## config.mk

```make
export PLATFORM = sky130hd
export DESIGN_NAME = req_initiator
export DESIGN_NICKNAME = d
export VERILOG_FILES = /design/src/rtl/req_initiator_pkg.sv /design/src/rtl/req_timer.sv /design/src/rtl/req_initiator.sv
export SDC_FILE = /design/constraint.sdc
export NUM_CORES = 1
export LEC_CHECK = 0
export CELL_PAD_IN_SITES_DETAIL_PLACEMENT = 1
export CELL_PAD_IN_SITES_GLOBAL_PLACEMENT = 1
export CORE_MARGIN = 2
export CORE_UTILIZATION = 46
export CTS_CLUSTER_DIAMETER = 200
export CTS_CLUSTER_SIZE = 20
export DETAILED_ROUTE_END_ITERATION = 8
export HOLD_SLACK_MARGIN = 0.02
export MAX_ROUTING_LAYER = met4
export PLACE_DENSITY_LB_ADDON = 0.08
export REMOVE_ABC_BUFFERS = 1
export SLEW_MARGIN = 5
export SYNTH_ARGS = -nofsm -noshare
export SYNTH_HDL_FRONTEND = slang
export SYNTH_HIERARCHICAL = 1
export SYNTH_SLANG_ARGS = --single-unit
```

## constraint.sdc

```tcl
create_clock -name clock -period 3.6 [get_ports clock]
set_input_delay 0.72 -clock clock [delete_from_list [all_inputs] [get_ports clock]]
set_output_delay 0.72 -clock clock [all_outputs]
set_load 0.05 [all_outputs]
```

## src/rtl/req_initiator_pkg.sv

```systemverilog
// Shared definitions for both ends of the single-bit req/ack handshake.
//
// Contents:
//   state_t          - initiator state encoding (IDLE=0 .. ERROR=4, 3 bits)
//   *_DEFAULT        - default timeout and inter-transaction gap
//   ACK_PULSE_CYCLES - ack is a single-cycle pulse, so one sample per
//                      transaction is enough to see it
//   TIMEOUT_W/GAP_W  - widths of the timeout and gap counters
//   timer_last()     - terminal count for a counter that runs from 0 for
//                      'limit' cycles
package req_initiator_pkg;

    typedef enum logic [2:0] {
        ST_IDLE  = 3'd0,
        ST_REQ   = 3'd1,
        ST_WAIT  = 3'd2,
        ST_HOLD  = 3'd3,
        ST_ERROR = 3'd4
    } state_t;

    localparam int unsigned TIMEOUT_DEFAULT  = 15;
    localparam int unsigned GAP_DEFAULT      = 0;
    localparam int unsigned ACK_PULSE_CYCLES = 1;

    localparam int unsigned TIMEOUT_W = 8;
    localparam int unsigned GAP_W     = 4;

    // A counter started at 0 spends 'limit' cycles reaching limit-1.
    // A limit of 0 maps to 0; callers that allow 0 never consult it.
    function automatic int unsigned timer_last(input int unsigned limit);
        return (limit == 0) ? 0 : limit - 1;
    endfunction

endpackage

```

## src/rtl/req_timer.sv

```systemverilog
// Loadable up-counter with a terminal flag.
//
// Ports:
//   clock, reset_n - clock and asynchronous active-low reset (count -> 0)
//   load_i         - load load_val_i on the next edge (has priority)
//   load_val_i     - value to load
//   inc_i          - increment by one on the next edge
//   last_i         - terminal count to compare against
//   last_o         - high while the current count equals last_i
module req_timer #(
    parameter int unsigned W = 8
) (
    input  logic         clock,
    input  logic         reset_n,
    input  logic         load_i,
    input  logic [W-1:0] load_val_i,
    input  logic         inc_i,
    input  logic [W-1:0] last_i,
    output logic         last_o
);

    logic [W-1:0] count_q;
    logic [W-1:0] count_d;

    always_comb begin
        count_d = count_q;
        if (load_i) begin
            count_d = load_val_i;
        end else if (inc_i) begin
            count_d = count_q + W'(1);
        end
    end

    always_ff @(posedge clock or negedge reset_n) begin
        if (!reset_n) begin
            count_q <= '0;
        end else begin
            count_q <= count_d;
        end
    end

    assign last_o = (count_q == last_i);

endmodule

```

## src/rtl/req_initiator.sv

```systemverilog
// Requester end of the req/ack handshake.
//
// Handshake: req is a one-cycle registered pulse that starts a transaction.
// The responder answers with a one-cycle ack pulse no earlier than the cycle
// after req. An ack in the WAIT state completes the transaction; an ack in the
// REQ cycle is a protocol error; an ack anywhere else is reported as stray.
//
// Ports:
//   clock, reset_n - clock and asynchronous active-low reset
//   go             - work pending, sampled only in IDLE
//   ack            - completion pulse from the responder
//   clr_err        - clears sticky err/stray_ack (err only from ERROR)
//   req            - request pulse to the responder
//   busy           - high in REQ, WAIT and HOLD
//   err            - sticky: ack timeout or ack during REQ
//   stray_ack      - sticky: ack seen in IDLE, HOLD or ERROR
//   txn_count      - completed transactions, wraps silently
//   dbg_state      - current state, for observation only
module req_initiator
    import req_initiator_pkg::*;
#(
    parameter int unsigned TIMEOUT = TIMEOUT_DEFAULT,
    parameter int unsigned GAP     = GAP_DEFAULT,
    parameter int unsigned CW      = 4
) (
    input  logic          clock,
    input  logic          reset_n,
    input  logic          go,
    input  logic          ack,
    input  logic          clr_err,
    output logic          req,
    output logic          busy,
    output logic          err,
    output logic          stray_ack,
    output logic [CW-1:0] txn_count,
    output state_t        dbg_state
);

    localparam logic [TIMEOUT_W-1:0] TO_LAST  = TIMEOUT_W'(timer_last(TIMEOUT));
    localparam logic [GAP_W-1:0]     GAP_LAST = GAP_W'(timer_last(GAP));
    localparam bit                   HAS_GAP  = (GAP != 0);

    state_t        state_q, state_d;
    logic          req_q, req_d;
    logic          busy_q, busy_d;
    logic          err_q, err_d;
    logic          stray_q, stray_d;
    logic [CW-1:0] txn_q, txn_d;

    logic to_load, to_inc, to_last;
    logic gap_load, gap_inc, gap_last;

    // Timeout counter: cleared in REQ, counts WAIT cycles without ack.
    // Its terminal flag fires in the TIMEOUT-th WAIT cycle.
    assign to_load = (state_q == ST_REQ);
    assign to_inc  = (state_q == ST_WAIT) && !ack;

    req_timer #(.W(TIMEOUT_W)) u_timeout (
        .clock      (clock),
        .reset_n    (reset_n),
        .load_i     (to_load),
        .load_val_i ('0),
        .inc_i      (to_inc),
        .last_i     (TO_LAST),
        .last_o     (to_last)
    );

    // Gap counter: cleared while waiting, counts HOLD cycles.
    assign gap_load = (state_q == ST_WAIT);
    assign gap_inc  = (state_q == ST_HOLD);

    req_timer #(.W(GAP_W)) u_gap (
        .clock      (clock),
        .reset_n    (reset_n),
        .load_i     (gap_load),
        .load_val_i ('0),
        .inc_i      (gap_inc),
        .last_i     (GAP_LAST),
        .last_o     (gap_last)
    );

    always_comb begin
        state_d = state_q;
        err_d   = err_q;
        stray_d = stray_q;
        txn_d   = txn_q;

        case (state_q)
            ST_IDLE: begin
                if (ack) stray_d = 1'b1;
                if (go)  state_d = ST_REQ;
            end
            ST_REQ: begin
                // The responder cannot legally answer in the request cycle.
                if (ack) begin
                    state_d = ST_ERROR;
                    err_d   = 1'b1;
                end else begin
                    state_d = ST_WAIT;
                end
            end
            ST_WAIT: begin
                // ack is checked first so an ack in the final cycle still counts.
                if (ack) begin
                    txn_d   = txn_q + CW'(1);
                    state_d = HAS_GAP ? ST_HOLD : ST_IDLE;
                end else if (to_last) begin
                    state_d = ST_ERROR;
                    err_d   = 1'b1;
                end
            end
            ST_HOLD: begin
                if (ack)      stray_d = 1'b1;
                if (gap_last) state_d = ST_IDLE;
            end
            ST_ERROR: begin
                if (ack) stray_d = 1'b1;
                if (clr_err) begin
                    state_d = ST_IDLE;
                    err_d   = 1'b0;
                end
            end
            default: begin
                state_d = ST_IDLE;
            end
        endcase

        // A clear in the same cycle as a stray ack wins.
        if (clr_err) stray_d = 1'b0;

        // req and busy are registered decodes of the next state.
        req_d  = (state_d == ST_REQ);
        busy_d = (state_d == ST_REQ) || (state_d == ST_WAIT) || (state_d == ST_HOLD);
    end

    always_ff @(posedge clock or negedge reset_n) begin
        if (!reset_n) begin
            state_q <= ST_IDLE;
            req_q   <= 1'b0;
            busy_q  <= 1'b0;
            err_q   <= 1'b0;
            stray_q <= 1'b0;
            txn_q   <= '0;
        end else begin
            state_q <= state_d;
            req_q   <= req_d;
            busy_q  <= busy_d;
            err_q   <= err_d;
            stray_q <= stray_d;
            txn_q   <= txn_d;
        end
    end

    assign req       = req_q;
    assign busy      = busy_q;
    assign err       = err_q;
    assign stray_ack = stray_q;
    assign txn_count = txn_q;
    assign dbg_state = state_q;

endmodule
```

==> flow_metrics.tcl, run 1 <==
set metrics [dict create \
    netlist_area_sq_um 1343 \
    worstPathCellList "clkdlybuf4s50_1" \
    leakagePower_nw 0.6723 \
    ir_drop_mv 0.8374 \
    yosysUniqueCellTypes 35 \
    std_cell_rows 19 \
    finalNetCount 180 \
    synth_top_area_share_pct 42.87 \
    crit_slowest_cell "clkdlybuf4s50_1" \
    postSynthCellCount 135 \
    worstHoldStart "txn_count[3]" \
    yosysSeqAreaShare_pct 42.87 \
    final.setup.tns_ps 0 \
    initial_core_util_pct 48.68 \
    worstSetupPathType "reg2out" \
    totalWireLength_mm 2.746 \
    setup_viol 0 \
    synth_most_common_cell "dfrtp_1" \
    fin_cells 202 \
    ios 16 \
    fin_crit_ps 2541 \
    synth_seq_cells 23 \
    antenna_found_initial 0 \
    core_region_area_sq_um 2758 \
    post_cts_resized 0 \
    worstMarginPinSlew_ps 1048 \
    die_area_sq_um 3367 \
    dp_slack_ps 884.9 \
    cts_sinks 23 \
    cts-root-buf "clkbuf_4" \
    track_usage_pct 18.90 \
    grt_pass1_vias 1060 \
    final_hold_viol_count 0 \
    diodes 0 \
    period_share_pct 70.57 \
    slew_headroom_pct 29.88 \
    synth-main-ff-cell "dfrtp_1" \
    synth_top_area_cell "dfrtp_1" \
    grt_pass1_wl_mm 4.740 \
    numCtsBuffers 3 \
    drive_above_1_share_pct 8.187 \
    yosysWarnings 6 \
    timing.rr.start "dbg_state[0]" \
    ant_nets 0 \
    clkSlewWorstSetupHoldPaths_ps 140 \
    areaGrowthSynthToFinish_pct 19.29 \
    drtIter0Drc 21 \
    max_freq_ghz 0.3936 \
    synth_edf_count 0 \
    grt_max_degree 24 \
    overflow 0 \
    drv_slew 0 \
    hold_path_class "reg2reg" \
    clk_path_buf_depth 2 \
    place.gp.congestion 0.7712 \
    port_buffers 15 \
    async_flop_share_pct 100.0 \
    fillers 329 \
    wl_per_cell_um 13.59 \
    reg2reg_depth 5 \
    synth_area_per_cell_sq_um 9.945 \
    cts_tree "yes" \
    dpl.hpwl_mm 2.055 \
    drt_pass1_iterations 2 \
    crit_fanout 15 \
    clk_latency_ps 320 \
    cp_num_cells 1 \
    rsz0062_at_grt "no" \
    cp_top_family "buffers and inverters" \
    vias_per_cell 5.213 \
    critPathBufInv 1 \
    worstPathRequired_ps 2880 \
    startpoint_type "register" \
    holdWs_ps 488.2 \
    drcViolationCount 0 \
    synth_common_cells "dfrtp_1 (23), nand2_1 (17), xnor2_1 (13)" \
    slowest_delay_ps 890 \
    cts.htree.levels 1 \
    die_h_um 58.03 \
    vias 1053 \
    die_w_um 58.03 \
    arrival_ps 1820 \
    worst_clock_skew_ps 8.514 \
    cts_setup_buffers 0 \
    netlist_top_cells_area "dfrtp_1 (43%), xnor2_1 (8.5%), xor2_1 (5.9%)" \
    holdPathStages 1 \
    endpoint_kind "primary output" \
    timing.final.ws_setup_ps 1059 \
    cellPowerDensity_nw_per_um2 832.4 \
    status "completed" \
    dp.cells 198 \
    holdBufCountCts 0 \
    drv_cap 0 \
    setup.worst_path.start "dbg_state[0]" \
]
-- sequential cells by signal, summed over array words and instances, names as in the netlist --
signal	cells
err	1
u_timeout/count_q	8
busy	1
txn_count	4
req	1
dbg_state	3
stray_ack	1
u_gap/count_q	4
-- stage by stage --
step                      area [sq um]  utilization, %  total power, mW
final                             1602           58.08            1.333
after global routing              1602           58.08            1.430
after CTS                         1602           58.08            1.347
after detailed placement          1574           57.08            1.219
after global placement            1574           57.08            1.186
after floorplan                   1370               -           0.9956
-- power breakdown --
part / internal (mW) / switching (mW)
sequential: 0.376 / 0.165
combinational: 0.284 / 0.384
clock: 0.0416 / 0.0829
total: 0.701 / 0.632
-- area by class of cell --
cell class / instances / area [sq um] / share of cell area, %
Inverter: 2 / 7.507 / 0.4687
Sequential cell: 23 / 575.6 / 35.94
Multi-Input combinational cell: 125 / 787.0 / 49.14
Timing Repair Buffer: 17 / 165.2 / 10.31
Clock inverter: 1 / 5.005 / 0.3125
Clock buffer: 3 / 22.52 / 1.406
Tap cell: 31 / 38.79 / 2.422
-- cell usage in the layout (no fill, tap or decap) --
cell type	netlist	routed
a21oi_1	3	3
a31oi_1	1	1
a31oi_2	1	1
and3_1	1	1
and3b_1	1	1
and4bb_2	1	1
buf_4	1	2
clkbuf_4	0	3
clkdlybuf4s50_1	0	15
clkinv_2	0	1
conb_1	2	24
dfrtp_1	23	23
ha_1	3	3
inv_1	2	2
mux2_2	2	2
mux2i_1	2	2
nand2_1	17	17
nand3_1	5	5
nand3b_1	1	1
nand4_1	5	5
nand4_2	2	2
nor2_1	3	3
nor2b_1	4	4
nor3b_1	3	3
nor4_1	1	1
nor4b_1	1	1
o21ai_0	9	9
o21ai_1	4	4
o31ai_1	2	2
or2_1	1	1
or3b_2	2	2
or4_1	3	3
or4b_1	1	1
xnor2_1	13	13
xor2_1	9	9
-- metal layers --
layer	GRT usage, %	wire length, um	vias up	part of all wire, %
met5	-	0	-	0
met4	7.973	42	0	1.5
met3	2.009	44	5	1.6
met2	31.66	1391	10	51
met1	23.15	1267	515	46
li1	-	-	523	-
-- worst paths after layout --
check                                  endpoint  slack (ps)
max                                dbg_state[0]        1060
min reg2reg                        txn_count[3]         490
max reg2reg                u_timeout/count_q[5]        1620
min                                txn_count[3]         490
min in group asynchronous             stray_ack         950
max in group asynchronous      u_gap/count_q[3]        2020
-- kinds of logic (layout without fill, tap and decap cells) --
family	after synthesis	after routing	share of synthesized area [%]
fa+ha+maj	3	3	2.796
xor+xnor	22	22	14.35
flops	23	23	42.87
simple gates	52	52	23.11
other cells	2	24	0.5594
compound gates	20	20	8.480
mux	4	4	3.169
buf+inv	9	23	4.660
Power figures use the tool's default switching activity.
==> inputs of run 2 (changes only) <==
--- a/config.mk
+++ b/config.mk
@@ -8,7 +8,7 @@
 export CELL_PAD_IN_SITES_DETAIL_PLACEMENT = 1
 export CELL_PAD_IN_SITES_GLOBAL_PLACEMENT = 1
 export CORE_MARGIN = 2
-export CORE_UTILIZATION = 46
+export CORE_UTILIZATION = 38
 export CTS_CLUSTER_DIAMETER = 200
 export CTS_CLUSTER_SIZE = 20
 export DETAILED_ROUTE_END_ITERATION = 8
==> constraint.sdc (replaced) <==
create_clock -name clock -period 2.26 [get_ports clock]
set_input_delay 0.452 -clock clock [delete_from_list [all_inputs] [get_ports clock]]
set_output_delay 0.452 -clock clock [all_outputs]
set_load 0.05 [all_outputs]
==> flow_metrics.tcl, run 2 (synthesized netlist as in run 1, its figures left out) <==
set metrics [dict create \
    status "completed" \
    cts-root-buf "clkbuf_4" \
    cellPowerDensity_nw_per_um2 1297 \
    largest_register_ffs 8 \
    drv_slew 0 \
    core_region_area_sq_um 3363 \
    fin_crit_ps 2019 \
    final_hold_viol_count 0 \
    critPathBufInv 1 \
    finalNetCount 186 \
    regMostFlops "u_timeout/count_q" \
    grt_pass1_wl_mm 5.285 \
    drtIter0Drc 45 \
    rrSetupSlack_ps 360 \
    ant_nets 0 \
    numCtsBuffers 3 \
    setup_viol 0 \
    max_freq_ghz 0.4953 \
    post-route-util_pct 49.48 \
    port_buffers 15 \
    die_area_sq_um 4025 \
    antenna_found_initial 0 \
    areaGrowthSynthToFinish_pct 23.95 \
    clk_path_buf_depth 2 \
    fillers 422 \
    totalWireLength_mm 2.841 \
    final.setup.tns_ps 0 \
    track_usage_pct 17.02 \
    drv_cap 0 \
    period_share_pct 89.33 \
    drive_above_1_share_pct 11.30 \
    ir_drop_mv 0.5417 \
    holdWs_ps 474.3 \
    slew_headroom_pct 66.70 \
    worstMarginPinSlew_ps 497.9 \
    worstPathRequired_ps 1810 \
    cp_top_family "buffers and inverters" \
    place.gp.congestion 0.7430 \
    endpoint_kind "primary output" \
    wl_per_cell_um 12.74 \
    vias 1050 \
    slowest_delay_ps 820 \
    drcViolationCount 0 \
    grt_pass1_vias 1148 \
    cts_setup_buffers 0 \
    timing.rr.start "dbg_state[0]" \
    final_cell_mix "conb_1 (24), dfrtp_1 (23), nand2_1 (17)" \
    setup.worst_path.start "txn_count[0]" \
    leakagePower_nw 0.7056 \
    die_h_um 63.44 \
    rsz0062_at_grt "no" \
    worstPathCellList "clkdlybuf4s50_1" \
    std_cell_rows 21 \
    hold_path_class "in2async" \
    final_common_cell "conb_1" \
    r2r_end "u_timeout/count_q[7]" \
    worstSetupPathType "reg2out" \
    ios 16 \
    initial_core_util_pct 39.92 \
    startpoint_type "register" \
    cts_tree "yes" \
    drt_pass1_iterations 4 \
    dpl.hpwl_mm 2.187 \
    die_w_um 63.44 \
    crit_fanout 4 \
    worst_clock_skew_ps 2.461 \
    clk_latency_ps 310 \
    overflow 0 \
    diodes 0 \
    crit_slowest_cell "clkdlybuf4s50_1" \
    grt_max_degree 24 \
    cts_sinks 23 \
    reg2reg_depth 6 \
    finalPower_mw 2.158 \
    cts.htree.levels 1 \
    arrival_ps 1570 \
    clkSlewWorstSetupHoldPaths_ps 130 \
    vias_per_cell 4.709 \
]
run 2: cell types whose count changed in the layout (fill, tap and decap cells not counted), sizes merged:
cell           previous run  this run
clkdlybuf4s50            15        14
buf                       2         8
dlygate4sd2               0         1
run 2: report_power, final:
| part | internal, mW | switching, mW | leakage, nW |
|---|---|---|---|
| logic | 0.473 | 0.664 | 0.403 |
| clock network | 0.0662 | 0.129 | 0.0177 |
| registers | 0.599 | 0.227 | 0.285 |
run 2: metrics by stage:
step	cell area [sq um]	setup slack [ps]	cells
finish	1664	241.1	223
global route	1664	185.8	223
detailed placement	1638	89.31	219
floorplan	1370	-288.3	150
CTS	1664	222.2	223
global placement	1638	97.38	219
run 2: worst max-delay path by stage:
stage | endpoint | slack (ps) | depth (start not counted)
after floorplan | u_timeout/count_q[5] | -290 | 4
after global placement | u_timeout/count_q[5] | 100 | 6
after detailed placement | u_timeout/count_q[7] | 90 | 6
after CTS | txn_count[0] | 220 | 1
after global routing | txn_count[0] | 190 | 1
final | txn_count[0] | 240 | 1
run 2: cell type report:
class	instances	area, sq um	area share, %
Clock buffer	3	22.52	1.353
Clock inverter	1	5.005	0.3008
Inverter	2	7.507	0.4511
Multi-Input combinational cell	125	787.0	47.29
Sequential cell	23	575.6	34.59
Tap cell	46	57.56	3.459
Timing Repair Buffer	23	209.0	12.56
run 2: what timing repair did:
item | in CTS | in global routing
hold buffers | 0 | 0
gates resized for setup | 1 | 0
setup endpoints to repair | 1 | 0
run 2: metal layers:
layer	routed length (um)	up-vias	track usage [%]	part of all wire, %
li1	-	526	-	-
met1	1292	515	21.17	45
met2	1477	7	28.82	52
met3	52	2	1.964	1.8
met4	19	0	5.707	0.67
met5	0	-	-	0
==> inputs of run 3 (changes only) <==
--- a/config.mk
+++ b/config.mk
@@ -14,7 +14,7 @@
 export DETAILED_ROUTE_END_ITERATION = 8
 export HOLD_SLACK_MARGIN = 0.02
 export MAX_ROUTING_LAYER = met4
-export PLACE_DENSITY_LB_ADDON = 0.08
+export PLACE_DENSITY_LB_ADDON = 0.1
 export REMOVE_ABC_BUFFERS = 1
 export SLEW_MARGIN = 5
 export SYNTH_ARGS = -nofsm -noshare
==> flow_metrics.tcl, run 3 (synthesized netlist as in run 1, its figures left out) <==
set metrics [dict create \
    track_usage_pct 16.34 \
    grt_pass1_wl_mm 5.037 \
    globalRouteMet3Util_pct 2.500 \
    rsz0062_at_grt "no" \
    cts_sinks 23 \
    leakagePower_nw 0.7151 \
    setup_viol 0 \
    cts_setup_buffers 0 \
    slowest_delay_ps 820 \
    fin_crit_ps 2003 \
    holdBufCountCts 0 \
    critPathBufInv 1 \
    combPwrFrac_pct 53.3 \
    dpl.hpwl_mm 2.284 \
    crit_fanout 4 \
    crit_slowest_cell "clkdlybuf4s50_1" \
    port_buffers 15 \
    largest_register_ffs 8 \
    use_met1_pct 18.93 \
    initial_core_util_pct 39.92 \
    worstMarginPinSlew_ps 513.0 \
    drive_above_1_share_pct 10.73 \
    cts.htree.levels 1 \
    vias 1058 \
    max_freq_ghz 0.4994 \
    final_hold_viol_count 0 \
    drtIter0Drc 25 \
    startpoint_type "register" \
    totalWireLength_mm 2.922 \
    clk_latency_ps 300 \
    drv_slew 0 \
    cellPowerDensity_nw_per_um2 1302 \
    die_h_um 63.44 \
    die_area_sq_um 4025 \
    ios 16 \
    wl_per_cell_um 13.10 \
    worst_clock_skew_ps 0.8509 \
    place.gp.congestion 0.7405 \
    drv_cap 0 \
    std_cell_rows 21 \
    final_cell_mix "conb_1 (24), dfrtp_1 (23), nand2_1 (17)" \
    pwr-share-clk_pct 8.8 \
    arrival_ps 1550 \
    core_region_area_sq_um 3363 \
    power.internal_mw 1.147 \
    vias_per_cell 4.744 \
    antenna_found_initial 0 \
    final_common_cell "conb_1" \
    slew_headroom_pct 65.74 \
    grt_most_used_layer "met2" \
    grt_util_met2_pct 29.21 \
    die_w_um 63.44 \
    post-route-util_pct 49.55 \
    endpoint_kind "primary output" \
    areaGrowthSynthToFinish_pct 24.14 \
    grt_max_degree 24 \
    ant_nets 0 \
    grt_pass1_vias 1116 \
    worstPathRequired_ps 1810 \
    worstPathCellList "clkdlybuf4s50_1" \
    cp_top_family "buffers and inverters" \
    status "completed" \
    finalPower_mw 2.170 \
    p_sw_mw 1.023 \
    drt_pass1_iterations 2 \
    worstSetupPathType "reg2out" \
    clkSlewWorstSetupHoldPaths_ps 130 \
    regMostFlops "u_timeout/count_q" \
    hold_path_class "reg2reg" \
    cts-root-buf "clkbuf_4" \
    cts_tree "yes" \
    overflow 0 \
    switching_share_pct 47.15 \
    ir_drop_mv 0.4326 \
    drcViolationCount 0 \
    diodes 0 \
    seq_power_share_pct 37.9 \
    post_cts_resized 0 \
    period_share_pct 88.61 \
    finalNetCount 186 \
    clk_path_buf_depth 2 \
    numCtsBuffers 3 \
]
==> run 3: cell types whose count changed in the layout (fill, tap and decap cells not counted), sizes merged <==
cell          before  now
clkbuf             3    4
clkinv             1    0
dlygate4sd2        1    0
dlymetal6s2s       0    1
==> run 3: per-layer routing <==
| layer | part of all wire (%) | wire, um |
|---|---|---|
| met1 | 45 | 1311 |
| met2 | 52 | 1532 |
| met3 | 2.1 | 60 |
| met4 | 0.62 | 18 |
| met5 | 0 | 0 |
==> run 3: metrics by stage <==
step           cells  setup TNS, ps  hold slack, ps  instance area, sq um  setup slack, ps
2_1_floorplan    150         -741.3           156.4                  1370           -288.3
3_3_place_gp     219              0           460.4                  1638            105.6
3_5_place_dp     219              0           462.2                  1638            50.37
4_1_cts          223              0           483.8                  1664            16.31
5_1_grt          223              0           491.7                  1667            189.9
6_report         223              0           477.6                  1667            257.4
==> run 3: area by class of cell <==
type | count | area [sq um]
multi-input combinational | 125 | 787.0
clock buffer | 4 | 26.28
timing repair buffer | 23 | 212.7
sequential | 23 | 575.6
tap | 46 | 57.56
fill | 422 | 1697
inverter | 2 | 7.507
==> run 3: final timing paths <==
kind	from	end	slack, ps	cells after the start
min in group asynchronous	reset_n	u_timeout/count_q[5]	490	2
max in group asynchronous	reset_n	txn_count[0]	1530	2
setup reg to reg	dbg_state[0]	u_timeout/count_q[5]	380	6
hold / removal	txn_count[3]	txn_count[3]	480	1
hold reg to reg	txn_count[3]	txn_count[3]	480	1
setup / recovery	txn_count[0]	txn_count[0]	260	1
==> run 3: worst register-to-register path: cells and delay by family (launching register included) <==
kind	cells	cell delay (ps)
and+or+nand+nor	4	1030
DFF	1	400
buffers and inverters	2	390
==> run 3: power groups by stage <==
stage	Clock, mW	Combinational [mW]	Sequential (mW)
6_report	0.191	1.16	0.822
5_1_grt	0.218	1.26	0.860
4_1_cts	0.200	1.16	0.830
3_5_place_dp	0	1.16	0.839
3_3_place_gp	0	1.10	0.822
2_1_floorplan	0	0.488	1.10
